<file path="src/rtl/pipe_hazard_ctl_pkg.sv">
// Shared widths, forward-select encodings, FSM states and the per-stage control shadow.
package pipe_hazard_ctl_pkg;

    localparam int unsigned RN_W  = 5;
    localparam int unsigned CNT_W = 16;
    localparam int unsigned FWD_W = 2;

    localparam logic [FWD_W-1:0] FWD_RF   = 2'b00;
    localparam logic [FWD_W-1:0] FWD_EALU = 2'b01;
    localparam logic [FWD_W-1:0] FWD_MALU = 2'b10;
    localparam logic [FWD_W-1:0] FWD_MMEM = 2'b11;

    typedef enum logic {
        ST_RUN   = 1'b0,
        ST_MWAIT = 1'b1
    } state_t;

    // Control fields that travel down the pipe alongside an instruction.
    typedef struct packed {
        logic            wreg;
        logic            m2reg;
        logic            wmem;
        logic [RN_W-1:0] rn;
    } stage_ctl_t;

endpackage

</file>
<file path="src/rtl/pipe_hazard_ctl_fwd_sel.sv">
// Forwarding source select for one decode operand; the E stage takes priority over M.
module pipe_fwd_sel
    import pipe_hazard_ctl_pkg::*;
(
    input  logic [RN_W-1:0]  src,
    input  logic             used,
    input  stage_ctl_t       e_ctl,
    input  stage_ctl_t       m_ctl,
    output logic [FWD_W-1:0] fwd_c
);

    logic src_live;

    // Register 0 is hard-wired zero and never forwarded; a load in E cannot forward (load-use covers it).
    always_comb begin
        fwd_c    = FWD_RF;
        src_live = used && (src != '0);
        if (src_live && e_ctl.wreg && (e_ctl.rn == src) && !e_ctl.m2reg) begin
            fwd_c = FWD_EALU;
        end else if (src_live && m_ctl.wreg && (m_ctl.rn == src)) begin
            fwd_c = m_ctl.m2reg ? FWD_MMEM : FWD_MALU;
        end
    end

endmodule

</file>
<file path="src/rtl/pipe_hazard_ctl.sv">
// Interlock/forwarding controller: shadows D/E and E/M control, forwards operands,
// inserts load-use bubbles and holds the pipe while data memory is busy.
module pipe_hazard_ctl
    import pipe_hazard_ctl_pkg::*;
(
    input  logic             clock,
    input  logic             resetn,
    input  logic [RN_W-1:0]  drs,
    input  logic [RN_W-1:0]  drt,
    input  logic             dusers,
    input  logic             dusert,
    input  logic             dwreg,
    input  logic             dm2reg,
    input  logic             dwmem,
    input  logic [RN_W-1:0]  drn,
    input  logic             mready,
    output logic [FWD_W-1:0] fwda,
    output logic [FWD_W-1:0] fwdb,
    output logic             wpcir,
    output logic             dbubble,
    output logic             pe,
    output logic [CNT_W-1:0] luse_cnt,
    output logic [CNT_W-1:0] mwait_cnt
);

    stage_ctl_t dec_ctl;
    stage_ctl_t e_q;
    stage_ctl_t m_q;
    state_t     state_q;
    state_t     state_d;
    logic       luse_c;
    logic       mbusy_c;

    // Gather the decode fields into the shadow payload format.
    always_comb begin
        dec_ctl.wreg  = dwreg;
        dec_ctl.m2reg = dm2reg;
        dec_ctl.wmem  = dwmem;
        dec_ctl.rn    = drn;
    end

    pipe_fwd_sel u_fwd_a (
        .src   (drs),
        .used  (dusers),
        .e_ctl (e_q),
        .m_ctl (m_q),
        .fwd_c (fwda)
    );

    pipe_fwd_sel u_fwd_b (
        .src   (drt),
        .used  (dusert),
        .e_ctl (e_q),
        .m_ctl (m_q),
        .fwd_c (fwdb)
    );

    // Load in E whose destination is read by the decode instruction.
    always_comb begin
        luse_c  = e_q.wreg && e_q.m2reg && (e_q.rn != '0) &&
                  ((dusers && (e_q.rn == drs)) || (dusert && (e_q.rn == drt)));
        mbusy_c = (m_q.m2reg || m_q.wmem) && !mready;
    end

    // Shadow E and M stage controls; a bubble enters E as all-zero controls.
    always_ff @(posedge clock or negedge resetn) begin
        if (!resetn) begin
            e_q <= '0;
            m_q <= '0;
        end else if (pe) begin
            e_q <= dbubble ? stage_ctl_t'('0) : dec_ctl;
            m_q <= e_q;
        end
    end

    // FSM state register.
    always_ff @(posedge clock or negedge resetn) begin
        if (!resetn) begin
            state_q <= ST_RUN;
        end else begin
            state_q <= state_d;
        end
    end

    // Next state and pipeline enables; memory wait outranks load-use.
    always_comb begin
        state_d = state_q;
        pe      = 1'b1;
        wpcir   = 1'b1;
        dbubble = 1'b0;
        unique case (state_q)
            ST_RUN: begin
                if (mbusy_c) begin
                    state_d = ST_MWAIT;
                    pe      = 1'b0;
                    wpcir   = 1'b0;
                end else if (luse_c) begin
                    wpcir   = 1'b0;
                    dbubble = 1'b1;
                end
            end
            ST_MWAIT: begin
                pe    = 1'b0;
                wpcir = 1'b0;
                if (mready) begin
                    state_d = ST_RUN;
                end
            end
            default: begin
                state_d = ST_RUN;
            end
        endcase
    end

    // Saturating stall statistics.
    always_ff @(posedge clock or negedge resetn) begin
        if (!resetn) begin
            luse_cnt  <= '0;
            mwait_cnt <= '0;
        end else begin
            if (luse_c && pe && (luse_cnt != '1)) begin
                luse_cnt <= luse_cnt + CNT_W'(1);
            end
            if (!pe && (mwait_cnt != '1)) begin
                mwait_cnt <= mwait_cnt + CNT_W'(1);
            end
        end
    end

endmodule

</file>
<file path="config.mk">
export PLATFORM = sky130hd
export DESIGN_NAME = pipe_hazard_ctl
export DESIGN_NICKNAME = d
export VERILOG_FILES = /design/src/rtl/pipe_hazard_ctl_pkg.sv /design/src/rtl/pipe_hazard_ctl_fwd_sel.sv /design/src/rtl/pipe_hazard_ctl.sv
export SDC_FILE = /design/constraint.sdc
export NUM_CORES = 1
export LEC_CHECK = 0
export ABC_AREA = 1
export CELL_PAD_IN_SITES_DETAIL_PLACEMENT = 2
export CELL_PAD_IN_SITES_GLOBAL_PLACEMENT = 2
export CORE_MARGIN = 1
export CORE_UTILIZATION = 28
export DETAILED_ROUTE_END_ITERATION = 8
export PLACE_DENSITY = 0.89
export SETUP_SLACK_MARGIN = 0.3
export SYNTH_ARGS = -nofsm -noshare
export SYNTH_HDL_FRONTEND = slang
export SYNTH_SLANG_ARGS = --single-unit
</file>
<file path="constraint.sdc">
create_clock -name clock -period 2.15 [get_ports clock]
set_input_delay 0.5375 -clock clock [delete_from_list [all_inputs] [get_ports clock]]
set_output_delay 0.5375 -clock clock [all_outputs]
set_load 0.02 [all_outputs]
</file>
Word-level counts from Yosys, hierarchy flattened

Index checks and enable logic that the tools add are counted.

Add/sub/neg operators: 2
Equal/unequal tests: 6
Muxes and demuxes: 17
Bitwise logic cells: 1
Reduce and logical (&&, ||, !) cells: 29

Operators by type and width:

| kind                    | number |
|---|---|
| $add A16 B1 Y16 const B | 2 |
| $ne A16 B16 Y1 const B  | 2 |
| $logic_and A1 B1 Y1     | 21 |
| $eq A5 B5 Y1            | 4 |
| $reduce_bool A5 Y1      | 3 |
| $mux W1                 | 9 |
| $mux W2                 | 4 |
| $mux W8                 | 1 |
| $pmux W1 S2             | 3 |
| $logic_not A1 Y1        | 3 |
| $logic_or A1 B1 Y1      | 2 |
| $not A1 Y1              | 1 |

Register bits after elaboration: 49
Input port bits: 23
Output and inout port bits: 39
Logic and storage cells: 66

Depth between registers and ports, before layout

Depth in word-level cells: 8
Depth in mapped cells: 11
Gate-level depth less buffers: 11

By module

Synthesis repeated with hierarchy kept, for this count alone.

Cell total of the unflattened synthesis: 461
Area total of the unflattened synthesis: 3146.8 um^2

Modules (own cells, without submodules):

| module          | instances | cells each | area each (um^2) | seq. area each (um^2) |
|---|---|---|---|---|
| pipe_hazard_ctl | 1         | 355        | 2681.3           | 1226.2 |
| pipe_fwd_sel    | 2         | 53         | 232.7            | 0.0 |

Least setup slack after synthesis

No wires, ideal clock.

Path kind: input-to-output
Start point: in drs[2]
End point: out fwda[0]
Arrival: 1.431 ns
Required time: 1.612 ns
Path slack: 0.181 ns
Stages on the path: 5
Path buffers: 0
Cells stage by stage: xnor2_1 nand3_1 nor3_1 nand3_1 o21ai_0

Longest elaborated chain between the ends: 6
Elaborated cells on any way between the ends: 11
Classes of those cells: eq/ne: 2; mux: 2; reduce/logical: 7

RTL lines:

| item                                                  | line                                                         | source |
|---|---|---|
| start, declared                                       | pipe_hazard_ctl.sv:8                                         | `input logic [RN_W-1:0] drs,` |
| $reduce_bool A5 Y1                                    | pipe_hazard_ctl_fwd_sel.sv:17                                | `src_live = used && (src != '0);` |
| $logic_and A1 B1 Y1                                   | pipe_hazard_ctl_fwd_sel.sv:17                                |  |
| $logic_and A1 B1 Y1 (on tied branches) (2 in a row)   | pipe_hazard_ctl_fwd_sel.sv:20, pipe_hazard_ctl_fwd_sel.sv:18 |  |
| $mux W2 / $logic_and A1 B1 Y1 (equally long branches) | pipe_hazard_ctl_fwd_sel.sv:20, pipe_hazard_ctl_fwd_sel.sv:18 |  |
| $mux W2 (*)                                           | pipe_hazard_ctl_fwd_sel.sv:18                                | `if (src_live && e_ctl.wreg && (e_ctl.rn == src) && !e_ctl.m2reg) begin` |
| end, declared                                         | pipe_hazard_ctl.sv:17                                        | `output logic [FWD_W-1:0] fwda,` |

Mark *: on every way between the ends. The rest lies on a longest branch, timed or not.

Worst setup path in the final report

Start point: reg e_q[3] (netlist bit)
End point: out wpcir

Longest elaborated chain between the ends: 7
Elaborated cells on any way between the ends: 11
Classes of those cells: eq/ne: 2; mux: 3; reduce/logical: 6

RTL lines:

| item                    | line                  | source |
|---|---|---|
| start, declared         | pipe_hazard_ctl.sv:27 | `stage_ctl_t e_q;` |
| start signal, assigned  | pipe_hazard_ctl.sv:71 | `e_q <= dbubble ? stage_ctl_t'('0) : dec_ctl;` |
| $eq A5 B5 Y1            | pipe_hazard_ctl.sv:61 | `((dusers && (e_q.rn == drs)) \|\| (dusert && (e_q.rn == drt)));` |
| $logic_and A1 B1 Y1     | pipe_hazard_ctl.sv:61 |  |
| $logic_or A1 B1 Y1      | pipe_hazard_ctl.sv:61 |  |
| $logic_and A1 B1 Y1 (*) | pipe_hazard_ctl.sv:60 | `luse_c = e_q.wreg && e_q.m2reg && (e_q.rn != '0) &&` |
| $mux W1 (*)             | pipe_hazard_ctl.sv:97 | `end else if (luse_c) begin` |
| $mux W1 (*)             | pipe_hazard_ctl.sv:93 | `if (mbusy_c) begin` |
| $pmux W1 S2 (*)         | pipe_hazard_ctl.sv:91 | `unique case (state_q)` |
| end, declared           | pipe_hazard_ctl.sv:19 | `output logic wpcir,` |

Marked as above.

==> results.sh <==
export IMPL_status="finished, violations left"
export IMPL_violations="negative setup slack"
export IMPL_seq_area_frac_synth_pct=43.5
export IMPL_crit_path_start_kind="flip-flop"
export IMPL_grt_pass1_wl_um=16700
export IMPL_async_flop_share_pct=100
export IMPL_ir_drop_mv=0.491
export IMPL_setup_worst_path_start="e_q[3]"
export IMPL_ys_top_cells_by_area="dfrtp_1, nand2_1, xor2_1"
export IMPL_clk_insertion_delay_late_ns=0.30
export IMPL_required_ns=1.61
export IMPL_clock_sinks=49
export IMPL_hold_slack_ns=0.215
export IMPL_syn_num_nets=397
export IMPL_slew_viol_final=0
export IMPL_areaGrowthSynthToFinish_pct=44.2
export IMPL_relSlewSlack_pct=74.4
export IMPL_period_share_pct=107
export IMPL_numCtsBuffers=5
export IMPL_hold_buffers=0
export IMPL_cts_path_max_buffers=2
export IMPL_internal_power_w=0.00213
export IMPL_rsz0062_at_grt="true"
export IMPL_postRouteAntennaNets=0
export IMPL_cts_max_level=2
export IMPL_clk_pin_slew_ns=0.09
export IMPL_chipWidth_um=102
export IMPL_synthFlopType="dfrtp_1"
export IMPL_vias=2918
export IMPL_diodes=0
export IMPL_critPathKind="flip-flop to output pin"
export IMPL_yosys_warnings=0
export IMPL_gp_congestion=0.835
export IMPL_p_clk_share_pct=14.7
export IMPL_sequentialPowerShare_pct=39.3
export IMPL_worst_pin_slew_ns=0.380
export IMPL_placed_cells=597
export IMPL_p_sw_w=0.00160
export IMPL_gr_total_overflow=0
export IMPL_drt_initial_drc_count=63
export IMPL_r2r_end="luse_cnt[6]"
export IMPL_cts_root_buffer="clkbuf_8"
export IMPL_placementRows=36
export IMPL_synth_compound_area_share_pct=5.15
export IMPL_p_leak_nw=2.10
export IMPL_synth_top_area_cell="dfrtp_1"
export IMPL_synthXorXnorAreaFrac_pct=11.5
export IMPL_yosysTopAreaCellShare_pct=43.5
export IMPL_synth_cells=372
export IMPL_setup_viol=6
export IMPL_antenna_found_initial=0
export IMPL_power_switching_share_pct=42.8
export IMPL_period_minus_slack_ns=2.30
export IMPL_endpoint="wpcir"
export IMPL_yosys_area_share_adder_pct=0.888
export IMPL_final_util_pct=41.6
export IMPL_cp_end_kind="output pin"
export IMPL_start_util_pct=28.8
export IMPL_setup_ws_ns=-0.153
export IMPL_power_density_mw_per_mm2=917
export IMPL_cts_tree="done"
export IMPL_vias_per_cell=4.77
export IMPL_num_fill_cells=1167
export IMPL_reg2reg_slack_ns=0.34
export IMPL_crit_path_max_fanout=5
export IMPL_power_frac_comb_pct=46.0
export IMPL_dp_hpwl_um=7850
export IMPL_route_detailed_drc=0
export IMPL_fin_tns_setup_ns=-0.592
export IMPL_post_drt_wl_per_cell_um=17.4
export IMPL_numPortBuffers=61
export IMPL_dr_pass1_iters=4
export IMPL_synth_edf_count=0
export IMPL_synth_seq_cells=49
export IMPL_core_mm2=0.00977
export IMPL_crit_reg2reg_launch="e_q[3]"
export IMPL_hold_class="input port to asynchronous set/reset pin"
export IMPL_drive_above_1_share_pct=24.6
export IMPL_synthesis_area_mm2=0.00282
export IMPL_synthSimpleGateAreaFrac_pct=32.1
export IMPL_grt_pass1_vias=3274
export IMPL_max_freq_mhz=434
export IMPL_syn_avg_cell_area_um2=7.57
export IMPL_fin_nets=503
export IMPL_grt_util_all_layers_pct=21.0
export IMPL_synthMuxAreaShare_pct=0
export IMPL_stdcell_count=612
export IMPL_finalHoldViolations=0
export IMPL_arrival_ns=1.77
export IMPL_totalWireLength_um=10600
export IMPL_synth_distinct_cells=25
export IMPL_r2r_cells=12
export IMPL_pin_count=62
export IMPL_fin_skew_ns=0.00561
export IMPL_grt_max_degree=50
export IMPL_cap_viol_max_count=0
export IMPL_synth_top_family_by_area="simple AND/OR/NAND/NOR gates"
export IMPL_die_area_mm2=0.0105
export IMPL_die_height_um=102
[through the flow]
| stage | worst slack, ns | area (um^2) | total power, W |
|---|---|---|---|
| after floorplan | 0.303 | 2820 | 0.00210 |
| after global placement | -0.807 | 3850 | 0.00280 |
| after detailed placement | -0.971 | 3850 | 0.00294 |
| after CTS | -0.116 | 3990 | 0.00362 |
| after global routing | -0.220 | 4060 | 0.00395 |
| final | -0.153 | 4060 | 0.00373 |
[final cells by class]
type / instances / area, um^2 / area share [%]
multi-input cells: 277 / 1530 / 37.7
flip-flops and latches: 49 / 1230 / 30.4
repair buffers: 104 / 895 / 22.0
well taps: 133 / 166 / 4.09
inverters: 41 / 154 / 3.79
clock buffers: 8 / 80.1 / 1.97
[worst min path at each step]
stage / end / cells past startpoint / slack [ns] / start
after detailed placement: e_q[5] / 2 / 0.53 / e_q[5]
after global placement: e_q[5] / 2 / 0.49 / e_q[5]
after floorplan: e_q[0] / 0 / 0.24 / resetn
final: state_q / 2 / 0.21 / resetn
after global routing: state_q / 2 / 0.22 / resetn
after CTS: state_q / 2 / 0.22 / resetn
[worst max-delay path, cell delays in order, from the launching register on]
cell     delay (ns)
dfrtp_2        0.44
inv_2          0.08
nand2_1        0.06
nand2_1        0.07
nor2_2         0.16
nand4_1        0.16
nand2_2        0.16
nand2_2        0.07
nand2_2        0.08
inv_2          0.06
buf_6          0.13
[registers in the layout, indices dropped and copies added (netlist names)]
name / cells
e_q: 8
luse_cnt: 16
m_q: 8
mwait_cnt: 16
state_q: 1
[synth_stat cells, types with 5 or more instances]
library cell / n
nor2_1: 33
a21oi_1: 5
nand3_1: 20
dfrtp_1: 49
xnor2_1: 15
inv_2: 5
inv_1: 36
o21ai_0: 12
o22ai_1: 7
nand2_1: 130
nor3_1: 8
xor2_1: 22
nand4_1: 9
[cell families after synthesis]
| group | after synthesis |
|---|---|
| AO/OA/AOI/OAI | 26 |
| XOR/XNOR | 37 |
| adder cells (fa/ha/maj) | 2 |
| flip-flops | 49 |
| AND/OR/NAND/NOR | 212 |
| buffers and inverters | 46 |
[placed cells by master (no fill, tap or decap), drive strengths merged]
master and count:
or2 1, a21oi 5, nand2 132, clkdlybuf4s15 5, buf 55, nand3 23
o221ai 1, nor3 8, nand4 10, nor2 35, o22ai 7, inv 41
nor4 3, dfrtp 49, xor2 22, o21bai 1, clkbuf 9, o21ai 12
clkdlybuf4s50 10, dlygate4sd2 33, ha 2, xnor2 15
[power groups by stage]
stage               logic, W  clock network [W]  registers, W
global route         0.00186           0.000597       0.00150
detailed placement   0.00150                  0       0.00144
CTS                  0.00159           0.000583       0.00145
global placement     0.00140                  0       0.00140
finish               0.00171           0.000548       0.00147
floorplan           0.000681                  0       0.00142
[layer usage]
layer / share of wire, % / wire (um) / global-route usage (%) / vias to the layer above
li1: - / - / - / 1390
met1: 42 / 4490 / 24.8 / 1445
met2: 52 / 5580 / 39.2 / 63
met3: 2.7 / 287 / 2.33 / 20
met4: 2.7 / 286 / 7.47 / 0
met5: 0 / 0 / 0 / -
[timing repair]
item | CTS | global route
pin swaps | 15 | 9
setup buffers | 5 | 2
endpoints found under the setup margin | 79 | 26
resized for setup | 130 | 21
(Power assumes the default switching activity.)
